`config.mk`:
```
export PLATFORM = sky130hd
export DESIGN_NAME = inv_share_arbiter_flat
export DESIGN_NICKNAME = d
export VERILOG_FILES = /design/src/rtl/inv_pkg.sv /design/src/rtl/inv_share_arbiter_if.sv /design/src/rtl/rr_arbiter.sv /design/src/rtl/inv_share_arbiter.sv /design/src/flat_wrapper.sv
export SDC_FILE = /design/constraint.sdc
export NUM_CORES = 1
export LEC_CHECK = 0
export CORE_MARGIN = 5
export CORE_UTILIZATION = 25
export DETAILED_ROUTE_END_ITERATION = 8
export PLACE_DENSITY = 0.6
export SETUP_SLACK_MARGIN = 0.02
export SLEW_MARGIN = 20
export SYNTH_ARGS = -nofsm -noshare
export SYNTH_HDL_FRONTEND = slang
export SYNTH_SLANG_ARGS = --single-unit
export TNS_END_PERCENT = 5
```
`constraint.sdc`:
```
create_clock -name clk -period 2.6 [get_ports clk]
set_clock_uncertainty 0.1 [all_clocks]
set_input_delay 0.26 -clock clk [delete_from_list [all_inputs] [get_ports clk]]
set_output_delay 0.26 -clock clk [all_outputs]
set_load 0.005 [all_outputs]
```
`src/rtl/inv_pkg.sv`:
```
// Shared constants and types for units that sit in front of the Q8.24 reciprocal pipeline.
package inv_pkg;

    localparam int unsigned INV_N   = 4;
    localparam int unsigned INV_TW  = 2;
    localparam int unsigned INV_LAT = 24;

    localparam logic [31:0] ONE  = 32'h0100_0000;
    localparam logic [31:0] HALF = 32'h0080_0000;

    typedef logic [INV_TW-1:0] tag_t;

endpackage

```
`src/rtl/inv_share_arbiter_if.sv`:
```
// Requester, response and pipeline-side signals of the shared reciprocal arbiter.
interface inv_share_arbiter_if #(
    parameter int unsigned N  = 4,
    parameter int unsigned CW = 5
);
    logic [N-1:0]    req_valid;
    logic [N*32-1:0] req_data;
    logic [N-1:0]    req_ready;
    logic            hold;
    logic [31:0]     inv_a;
    logic            inv_new_data;
    logic [31:0]     inv_r;
    logic            inv_output_valid;
    logic [N-1:0]    rsp_valid;
    logic [31:0]     rsp_data;
    logic            busy;
    logic [CW-1:0]   inflight;
    logic            err;

    modport master (
        output req_valid, req_data, hold, inv_r, inv_output_valid,
        input  req_ready, inv_a, inv_new_data, rsp_valid, rsp_data, busy, inflight, err
    );

    modport slave (
        input  req_valid, req_data, hold, inv_r, inv_output_valid,
        output req_ready, inv_a, inv_new_data, rsp_valid, rsp_data, busy, inflight, err
    );

endinterface

```
`src/rtl/rr_arbiter.sv`:
```
// Round-robin arbiter: one-hot grant plus encoded index, pointer advances past each winner.
module rr_arbiter #(
    parameter int unsigned N  = 4,
    parameter int unsigned TW = $clog2(N)
) (
    input  logic          clk,
    input  logic          rst,
    input  logic [N-1:0]  req,
    input  logic          hold,
    output logic [N-1:0]  grant,
    output logic [TW-1:0] grant_idx,
    output logic          grant_valid
);
    localparam logic [TW:0]   NUM  = (TW + 1)'(N);
    localparam logic [TW-1:0] LAST = TW'(N - 1);

    logic [TW-1:0] ptr_q, ptr_d;
    logic [TW:0]   cand;
    logic [TW-1:0] pick;
    logic          found;

    // Scan from ptr upward; wrap at N, not at 2^TW.
    always_comb begin
        found = 1'b0;
        pick  = '0;
        cand  = '0;
        for (int unsigned k = 0; k < N; k++) begin
            cand = {1'b0, ptr_q} + (TW + 1)'(k);
            if (cand >= NUM) begin
                cand = cand - NUM;
            end
            if (!found && req[cand[TW-1:0]]) begin
                found = 1'b1;
                pick  = cand[TW-1:0];
            end
        end
    end

    always_comb begin
        grant_valid = found && !hold && !rst;
        grant_idx   = pick;
        grant       = '0;
        if (grant_valid) begin
            grant[pick] = 1'b1;
        end
    end

    always_comb begin
        ptr_d = ptr_q;
        if (grant_valid) begin
            ptr_d = (pick == LAST) ? '0 : pick + 1'b1;
        end
    end

    always_ff @(posedge clk) begin
        if (rst) begin
            ptr_q <= '0;
        end else begin
            ptr_q <= ptr_d;
        end
    end

endmodule

```
`src/rtl/inv_share_arbiter.sv`:
```
// Shares one fixed-latency reciprocal pipeline among N requesters; tags ride a delay line
// alongside the pipeline so each result returns to the requester that issued it.
module inv_share_arbiter
    import inv_pkg::*;
#(
    parameter int unsigned N   = INV_N,
    parameter int unsigned LAT = INV_LAT,
    parameter int unsigned TW  = INV_TW,
    parameter int unsigned CW  = $clog2(LAT + 2)
) (
    input logic                clk,
    input logic                rst,
    inv_share_arbiter_if.slave bus
);
    logic [N-1:0]  grant;
    logic [TW-1:0] grant_idx;
    logic          grant_valid;

    rr_arbiter #(
        .N (N),
        .TW(TW)
    ) u_arb (
        .clk        (clk),
        .rst        (rst),
        .req        (bus.req_valid),
        .hold       (bus.hold),
        .grant      (grant),
        .grant_idx  (grant_idx),
        .grant_valid(grant_valid)
    );

    assign bus.req_ready = grant;

    logic [31:0]   operand;
    logic [31:0]   inv_a_q;
    logic [31:0]   rsp_data_q;
    logic [N-1:0]  rsp_valid_q, rsp_valid_d;
    logic [CW-1:0] inflight_q, inflight_d;
    logic          err_q;

    // Stage 0 is loaded at the transfer edge together with the operand register, so it doubles
    // as the issue strobe; the pipeline samples one edge later, hence LAT+1 entries so that the
    // last one lines up with inv_output_valid.
    logic [LAT:0]  tv_q;
    logic [TW-1:0] tag_q [LAT+1];
    logic          retire;
    logic [TW-1:0] ret_tag;

    assign operand = bus.req_data[{grant_idx, 5'd0} +: 32];
    assign retire  = tv_q[LAT];
    assign ret_tag = tag_q[LAT];

    always_comb begin
        rsp_valid_d = '0;
        if (bus.inv_output_valid && retire) begin
            rsp_valid_d[ret_tag] = 1'b1;
        end
    end

    always_comb begin
        inflight_d = inflight_q;
        if (grant_valid && !retire) begin
            inflight_d = inflight_q + 1'b1;
        end else if (!grant_valid && retire) begin
            inflight_d = inflight_q - 1'b1;
        end
    end

    always_ff @(posedge clk) begin
        if (rst) begin
            inv_a_q     <= '0;
            tv_q        <= '0;
            for (int k = 0; k <= LAT; k++) begin
                tag_q[k] <= '0;
            end
            rsp_valid_q <= '0;
            rsp_data_q  <= '0;
            inflight_q  <= '0;
            err_q       <= 1'b0;
        end else begin
            if (grant_valid) begin
                inv_a_q <= operand;
            end
            tv_q     <= {tv_q[LAT-1:0], grant_valid};
            tag_q[0] <= grant_idx;
            for (int k = 1; k <= LAT; k++) begin
                tag_q[k] <= tag_q[k-1];
            end
            rsp_valid_q <= rsp_valid_d;
            if (bus.inv_output_valid && retire) begin
                rsp_data_q <= bus.inv_r;
            end
            inflight_q <= inflight_d;
            // A result without a tag (or a tag without a result) means the pipeline lost sync.
            if (bus.inv_output_valid != retire) begin
                err_q <= 1'b1;
            end
        end
    end

    assign bus.inv_a        = inv_a_q;
    assign bus.inv_new_data = tv_q[0];
    assign bus.rsp_valid    = rsp_valid_q;
    assign bus.rsp_data     = rsp_data_q;
    assign bus.inflight     = inflight_q;
    assign bus.err          = err_q;
    assign bus.busy         = (inflight_q != '0) || tv_q[0];

endmodule
```
`src/flat_wrapper.sv`:
```
// flat-port wrapper written by rule: the top's interface ports become plain ports
module inv_share_arbiter_flat import inv_pkg::*;
#(
    parameter int unsigned N   = INV_N,
    parameter int unsigned LAT = INV_LAT,
    parameter int unsigned TW  = INV_TW,
    parameter int unsigned CW  = $clog2(LAT + 2)
)
  (clk, rst, bus_req_valid, bus_req_data, bus_hold, bus_inv_r, bus_inv_output_valid, bus_req_ready, bus_inv_a, bus_inv_new_data, bus_rsp_valid, bus_rsp_data, bus_busy, bus_inflight, bus_err);
  inv_share_arbiter_if #(.N(N), .CW(CW)) bus_i ();
  input logic clk;
  input logic rst;
  input wire logic [$bits(bus_i.req_valid)-1:0] bus_req_valid;
  input wire logic [$bits(bus_i.req_data)-1:0] bus_req_data;
  input wire logic [$bits(bus_i.hold)-1:0] bus_hold;
  input wire logic [$bits(bus_i.inv_r)-1:0] bus_inv_r;
  input wire logic [$bits(bus_i.inv_output_valid)-1:0] bus_inv_output_valid;
  output wire logic [$bits(bus_i.req_ready)-1:0] bus_req_ready;
  output wire logic [$bits(bus_i.inv_a)-1:0] bus_inv_a;
  output wire logic [$bits(bus_i.inv_new_data)-1:0] bus_inv_new_data;
  output wire logic [$bits(bus_i.rsp_valid)-1:0] bus_rsp_valid;
  output wire logic [$bits(bus_i.rsp_data)-1:0] bus_rsp_data;
  output wire logic [$bits(bus_i.busy)-1:0] bus_busy;
  output wire logic [$bits(bus_i.inflight)-1:0] bus_inflight;
  output wire logic [$bits(bus_i.err)-1:0] bus_err;
  assign bus_i.req_valid = bus_req_valid;
  assign bus_i.req_data = bus_req_data;
  assign bus_i.hold = bus_hold;
  assign bus_i.inv_r = bus_inv_r;
  assign bus_i.inv_output_valid = bus_inv_output_valid;
  assign bus_req_ready = bus_i.req_ready;
  assign bus_inv_a = bus_i.inv_a;
  assign bus_inv_new_data = bus_i.inv_new_data;
  assign bus_rsp_valid = bus_i.rsp_valid;
  assign bus_rsp_data = bus_i.rsp_data;
  assign bus_busy = bus_i.busy;
  assign bus_inflight = bus_i.inflight;
  assign bus_err = bus_i.err;
  inv_share_arbiter #(.N(N), .LAT(LAT), .TW(TW), .CW(CW)) u_core (.clk(clk), .rst(rst), .bus(bus_i));
endmodule
```
# After elaboration in Yosys (flattened, before gate mapping)
# Memory sizes are Yosys's and may differ from the RTL's.
# Index checks and enable logic that the tools add are counted.
[word_totals]
latch_bits = 0
input_bits = 168
regBits = 101
output_inout_bits = 80
mem_count = 1
mem_bits_ro = 0
ramBits = 50
wordCells = 136
[classes]
add_sub_neg = 10
bitwise = 26
n_lt_le_gt_ge = 12
mul = 0
shifts = 1
mux = 56
eq_ne = 2
n_div = 0
reduce_logical = 21
[memory_table]
columns = ["name", "depth", "word_bits", "rd", "rd_ports_with_merged_regs", "wr", "line", "text"]
rows = [
  ["u_core.tag_q", 25, 2, 25, 0, 25, "inv_share_arbiter.sv:45", "logic [TW-1:0] tag_q [LAT+1];"],
]
[ops]
columns = ["operator", "n"]
rows = [
  ["128-bit by 8-bit variable part select with 32-bit output", 1],
  ["2-bit 2-to-1 mux", 34],
  ["1-bit OR", 25],
  ["2-bit by 3-bit < comparator with 1-bit output (second input constant)", 6],
  ["1-bit 2-to-1 mux", 13],
  ["1-bit logical AND", 10],
  ["5-bit 2-to-1 mux", 2],
  ["3-bit >= comparator (second input constant)", 3],
  ["1-bit binary-select mux with 2-bit select", 4],
  ["2-bit by 1-bit subtractor with 2-bit output (second input constant)", 4],
  ["1-bit logical NOT", 7],
  ["2-bit by 2-bit adder with 3-bit output (second input constant)", 2],
  ["5-bit by 1-bit adder with 5-bit output (second input constant)", 1],
  ["5-bit nonzero test", 1],
  ["5-bit by 1-bit subtractor with 5-bit output (second input constant)", 1],
  ["1-bit demux with 2-bit select", 2],
  ["2-bit by 1-bit >= comparator with 1-bit output (second input constant)", 2],
  ["4-bit 2-to-1 mux", 1],
  ["2-bit by 1-bit adder with 3-bit output (second input constant)", 1],
  ["2-bit by 3-bit >= comparator with 1-bit output (second input constant)", 1],
  ["2-bit by 1-bit adder with 2-bit output (second input constant)", 1],
  ["2-bit == test (second input constant)", 1],
  ["2-bit nonzero test", 1],
  ["2-bit OR reduction", 1],
  ["other kinds (3)", 3],
]

# Depth between registers and ports, before layout
[depth]
depth_word = 20
ltp_mapped = 12
depth_no_buf = 12

# Modules after synthesis
# A second synthesis with hierarchy kept.
[hier_totals]
cells_unflattened = 492
hier_area_um2 = 5805.6
[by_module_without_submodules]
columns = ["mod", "cells_each", "n_inst", "area_per_inst_um2"]
rows = [
  ["inv_share_arbiter", 458, 1, 5556.6],
  ["rr_arbiter", 34, 1, 249.0],
]

# Worst setup path after synthesis
# Ideal clock, no wire load.
[synth_path]
kind = "input port to flip-flop"
start = "input bus_req_valid[2]"
end = "register u_core.inflight_q[4], in the netlist u_core.bus.inflight[4]"
setup_time_ps = 71
required_ps = 2429
cell_stages = 12
path_slack_ps = 240
arrival_time_ps = 2189
path_buffers = 0
path_cell_list = "nor2_1 > a21oi_4 > nand2_2 > inv_1 > ha_1 > inv_1 > fa_1 > a21o_1 > a21oi_1 > xnor2_1 > or3_1 > a21oi_1"
[synth_via]
elab_chain_len = 17
elab_cells_between_ends = 25
[synth_rtl]
columns = ["element", "line", "text"]
rows = [
  ["from (decl)", "flat_wrapper.sv:13", "input wire logic [$bits(bus_i.req_valid)-1:0] bus_req_valid;"],
  ["1-bit binary-select mux with 2-bit select", "rr_arbiter.sv:32", "if (!found && req[cand[TW-1:0]]) begin"],
  ["1-bit 2-to-1 mux (implied by the code)", "rr_arbiter.sv:32", ""],
  ["1-bit 2-to-1 mux", "rr_arbiter.sv:32", ""],
  ["1-bit logical NOT", "rr_arbiter.sv:32", ""],
  ["1-bit logical AND", "rr_arbiter.sv:32", ""],
  ["1-bit 2-to-1 mux", "rr_arbiter.sv:32", ""],
  ["1-bit logical NOT", "rr_arbiter.sv:32", ""],
  ["1-bit logical AND", "rr_arbiter.sv:32", ""],
  ["1-bit 2-to-1 mux", "rr_arbiter.sv:32", ""],
  ["1-bit logical NOT", "rr_arbiter.sv:32", ""],
  ["1-bit logical AND", "rr_arbiter.sv:32", ""],
  ["1-bit 2-to-1 mux (*)", "rr_arbiter.sv:32", ""],
  ["1-bit logical AND (*) (2 in series)", "rr_arbiter.sv:40", "grant_valid = found && !hold && !rst;"],
  ["named net u_core.grant_valid", "inv_share_arbiter.sv:17", "logic grant_valid;"],
  ["1-bit logical NOT", "inv_share_arbiter.sv:64", "end else if (!grant_valid && retire) begin"],
  ["1-bit logical AND", "inv_share_arbiter.sv:64", ""],
  ["2-bit nonzero test (no line)", "--", ""],
  ["to (signal assigned)", "inv_share_arbiter.sv:93", "inflight_q <= inflight_d;"],
  ["to (decl)", "inv_share_arbiter.sv:38", "logic [CW-1:0] inflight_q, inflight_d;"],
]
# The timed path passes the listed nets; every way through them passes the cells marked *. The select of a mux whose other input is x is not followed.
# A chain may end at the register's enable or synchronous reset.

# Worst setup path in the final report
[layout_path]
start = "input bus_req_valid[2]"
end = "output bus_req_ready[1]"
[layout_via]
elab_chain_len = 17
elab_cells_between_ends = 30
[layout_rtl]
columns = ["element", "line", "text"]
rows = [
  ["1-bit binary-select mux with 2-bit select", "rr_arbiter.sv:32", ""],
  ["1-bit 2-to-1 mux (implied by the code)", "rr_arbiter.sv:32", ""],
  ["1-bit 2-to-1 mux", "rr_arbiter.sv:32", ""],
  ["1-bit logical NOT", "rr_arbiter.sv:32", ""],
  ["1-bit logical AND", "rr_arbiter.sv:32", ""],
  ["1-bit 2-to-1 mux", "rr_arbiter.sv:32", ""],
  ["1-bit logical NOT", "rr_arbiter.sv:32", ""],
  ["1-bit logical AND", "rr_arbiter.sv:32", ""],
  ["[... 2 more ...]", "--", ""],
  ["1-bit logical AND", "rr_arbiter.sv:32", ""],
  ["2-bit 2-to-1 mux (*)", "rr_arbiter.sv:32", ""],
  ["named net u_core.grant_idx[0]", "inv_share_arbiter.sv:16", "logic [TW-1:0] grant_idx;"],
  ["2-bit by 3-bit < comparator with 1-bit output (implied by the code) or 2-bit by 1-bit >= comparator with 1-bit output (tied branches)", "rr_arbiter.sv:44", "grant[pick] = 1'b1;"],
  ["1-bit logical AND (implied by the code)", "rr_arbiter.sv:44", ""],
  ["1-bit 2-to-1 mux (implied by the code)", "rr_arbiter.sv:44", ""],
  ["1-bit demux with 2-bit select (*)", "rr_arbiter.sv:44", ""],
  ["4-bit 2-to-1 mux (*)", "rr_arbiter.sv:43", "if (grant_valid) begin"],
  ["to (decl)", "flat_wrapper.sv:18", "output wire logic [$bits(bus_i.req_ready)-1:0] bus_req_ready;"],
]
# Marked as above.

==> flow_summary_export.csv <==
group,metric,value,unit
synth,yosys_most_used_dff,"dfxtp_1",
layout,area_delta_synth_final,59.63,%
detailed_routing,ant_nets,0,
worst_setup_path,critPathRequiredTime,2.24,ns
sta,setup_viol,0,
synth,syn-num-nets,779,
worst_setup_path,path_class,"input pin to output pin",
power,power_density,618.6,nW/um^2
sta,worst_pin_slew,0.8677,ns
global_route,grt_start_max_net_pins,93,
synth,synth_cell_types,42,
cts,root_buffer,"clkbuf_16",
cts,cts_buffers,17,
detailed_routing,finalWirelength,17.72,mm
synth,syn_inst,601,
worst_setup_path,crit_chain,"clkdlybuf4s50_1 -> buf_4 -> nor2b_2 -> o21ai_2 -> o221ai_4 -> inv_2 -> ha_1 -> and3_1 -> clkdlybuf4s50_1",
worst_setup_path,critPathBufInv,4,
sta,hold_viol,0,
layout,multi_input_area,2754,sq um
detailed_routing,drt_first_pass_iters,4,
layout,layout-drive-gt1-share,10.14,%
cts,clk_latency,0.42,ns
global_route,grt_pass1_vias,5443,
sta,min_period_over_period,97.90,%
worst_setup_path,setup.worst_path.end_class,"output pin",
layout,nets,1033,
placement,port_buffers,247,
floorplan,dieArea,27290,sq um
sta,slew_headroom,42.15,%
floorplan,ioPinCount,248,
synth,avgSynthCellArea,10.02,sq um
layout,regArea,3024,sq um
worst_setup_path,reg2reg_slack,0.52,ns
worst_setup_path,slowest_delay,0.50,ns
detailed_routing,via_count,5283,
run,drv_cap,0,
placement,placed_area,8981,sq um
worst_setup_path,startpoint_type,"input pin",
worst_setup_path,cp_slowest_cell,"clkdlybuf4s50_1",
synth,synth-seq-cells,151,
sta,rsz0062_at_grt,"yes",
placement,post-dp-hpwl,12.93,mm
layout,diodes,0,
layout,n_fill_cell,2368,
global_route,grt_pass1_wl,27.72,mm
power,power.leakage,3.565,nW
layout,fin_util,40.71,%
synth,synth_edf_count,0,
floorplan,die_h,165.2,um
synth,synthArstFlopShare,0,%
layout,design_area,9613,sq um
cts,post-cts-setup-buffers,0,
worst_setup_path,cp_common_cell,"clkdlybuf4s50_1",
synth,synthMostInstantiatedCell,"dfxtp_1",
worst_setup_path,worst_ep_arrival_time,2.19,ns
run_status,status,"completed",
detailed_routing,route.detailed.drc,0,
global_route,grtUsageTotal,12.92,%
floorplan,die_x,165.2,um
power,ir_worst_vdd,0.0003858,V
sta,finalMaxSlewViolations,0,
cts,cts_hold_buf,0,
worst_setup_path,worstPathMaxFanout,5,
synth,yosys_warnings,0,
synth,synthTopCellsByCount,"dfxtp_1 (151), nor2b_1 (75), mux2i_1 (66)",
cts,clockBufferDepth,2,
synth,synthTopCellsByArea,"dfxtp_1 (50%), mux2i_1 (11%), nor2b_1 (7.8%), a211o_1 (4.7%), o211ai_1 (4.0%)",
cts,htree_levels,4,
detailed_routing,wl_per_cell,14.93,um
synth,synth_area,6022,sq um
synth,yosysTopAreaCell,"dfxtp_1",
global_route,grt_overflow,0,
floorplan,design.core.area,23610,sq um
cts,path_clk_slew,0.07,ns
detailed_routing,drt_iter0_drc,166,
min_path,hp-class,"input pin to register",
sta,timing.fmax,392.8,MHz
placement,routabilityCongestion,0.7707,
cts,cts_tree,"done",
detailed_routing,viasPerCell,4.451,
synth,yosysSeqAreaShare,50.20,%
synth,yosysTopAreaCellShare,50.20,%
global_route,antenna_found_initial,0,
floorplan,start_util,25.50,%
cts,numClockSinks,151,
worst_setup_path,critical_path.top_delay_family,"buffers and inverters",
sta,layout_min_cycle_time,2.546,ns
floorplan,fp-row-count,56,
-- repair_timing --
action	CTS	global route
hold endpoints to repair	0	0
pin swaps	1	1
resized for setup	6	5
setup endpoints to repair	4	5
-- per-stage QoR --
stage               hold WS [ns]  power [W]  setup TNS [ns]  setup WS, ns  std cells
floorplan                 0.3072   0.002950               0        0.2400        601
global placement          0.3172   0.003537         -0.3592       -0.2094       1155
detailed placement        0.3237   0.003538         -0.5592       -0.2401       1155
CTS                       0.1901   0.006080               0      0.007487       1187
global route              0.2109   0.006235        -0.09411      -0.05701       1187
finish                    0.2135   0.005947               0       0.05449       1187
-- registers in the layout (all words and copies together), names as in the netlist --
signal,count
u_core.bus.inv_a,32
u_core.bus.rsp_valid,4
u_core.bus.err,1
u_core.tv_q,25
u_core.bus.rsp_data,32
u_core.bus.inflight,5
u_core.tag_q,50
u_core.u_arb.ptr_q,2
-- layout by cell type (no fill, tap or decap), drive strengths merged --
| cell | instances |
|---|---|
| clkdlybuf4s50 | 244 |
| dfxtp | 151 |
| nor2b | 75 |
| mux2i | 66 |
| nor2 | 49 |
| nand2 | 36 |
| o21ai | 34 |
| buf | 34 |
| a211o | 33 |
| nand3 | 32 |
| o211ai | 32 |
| clkbuf | 17 |
| inv | 15 |
| ha | 9 |
| clkinv | 7 |
| a21oi | 6 |
| and3 | 4 |
| a21o | 4 |
| xnor2 | 3 |
| nor4bb | 2 |
| dlymetal6s2s | 2 |
| a211oi | 2 |
| nand2b | 1 |
| a21boi | 1 |
| o221ai | 1 |
| nor4 | 1 |
| a22oi | 1 |
| xor2 | 1 |
| nor4b | 1 |
| or3 | 1 |
| and4 | 1 |
| fa | 1 |
| clkinvlp | 1 |
-- final timing paths --
| kind | start | end | cells after the start |
|---|---|---|---|
| setup reg to reg | u_core.tv_q[24] | u_core.bus.inflight[4] | 9 |
| hold / removal | rst | u_core.tag_q[0][49] | 3 |
| hold reg to reg | u_core.tag_q[0][20] | u_core.tag_q[0][22] | 1 |
| setup / recovery | bus_req_valid[2] | bus_req_ready[1] | 9 |
-- metal layers --
layer / vias to the layer above / routed length (um) / GRT usage (%)
met5: - / 0 / 0
met1: 2420 / 6839 / 13.89
met4: 0 / 356 / 4.764
met3: 35 / 2109 / 6.255
met2: 228 / 8413 / 21.99
li1: 2600 / - / -
-- where the power goes --
part | internal [W] | switching (W) | total, W | leakage [nW]
Combinational | 0.000594 | 0.000443 | 0.00104 | 2.05
Clock | 0.00130 | 0.00116 | 0.00247 | 0.293
Sequential | 0.00239 | 0.0000501 | 0.00244 | 1.22
Total | 0.00429 | 0.00165 | 0.00595 | 3.57
-- cells by family after synthesis --
logic type | count (synthesis) | share of synthesized area [%]
adder cells (fa/ha/maj) | 10 | 2.202
flip-flops | 151 | 50.20
AO/OA/AOI/OAI | 114 | 14.05
multiplexers | 66 | 10.97
XOR/XNOR | 4 | 0.5819
buffers and inverters | 53 | 4.571
AND/OR/NAND/NOR | 203 | 17.43
-- worst register-to-register path, stage by stage, from the launching register on --
cell     delay, ns
dfxtp_1       0.35
inv_1         0.08
ha_1          0.21
inv_1         0.13
ha_1          0.26
a21o_1        0.18
a21oi_1       0.16
xnor2_1       0.10
or3_1         0.31
a21oi_1       0.14
-- area by class of cell --
class	count	share of cell area, %
multi-input combinational	397	28.65
clock buffer	17	4.425
timing repair buffer	280	29.10
tap	319	4.152
sequential	151	31.46
inverter	8	0.3124
clock inverter	15	1.900
No activity file was read; power rests on OpenSTA's default activity.
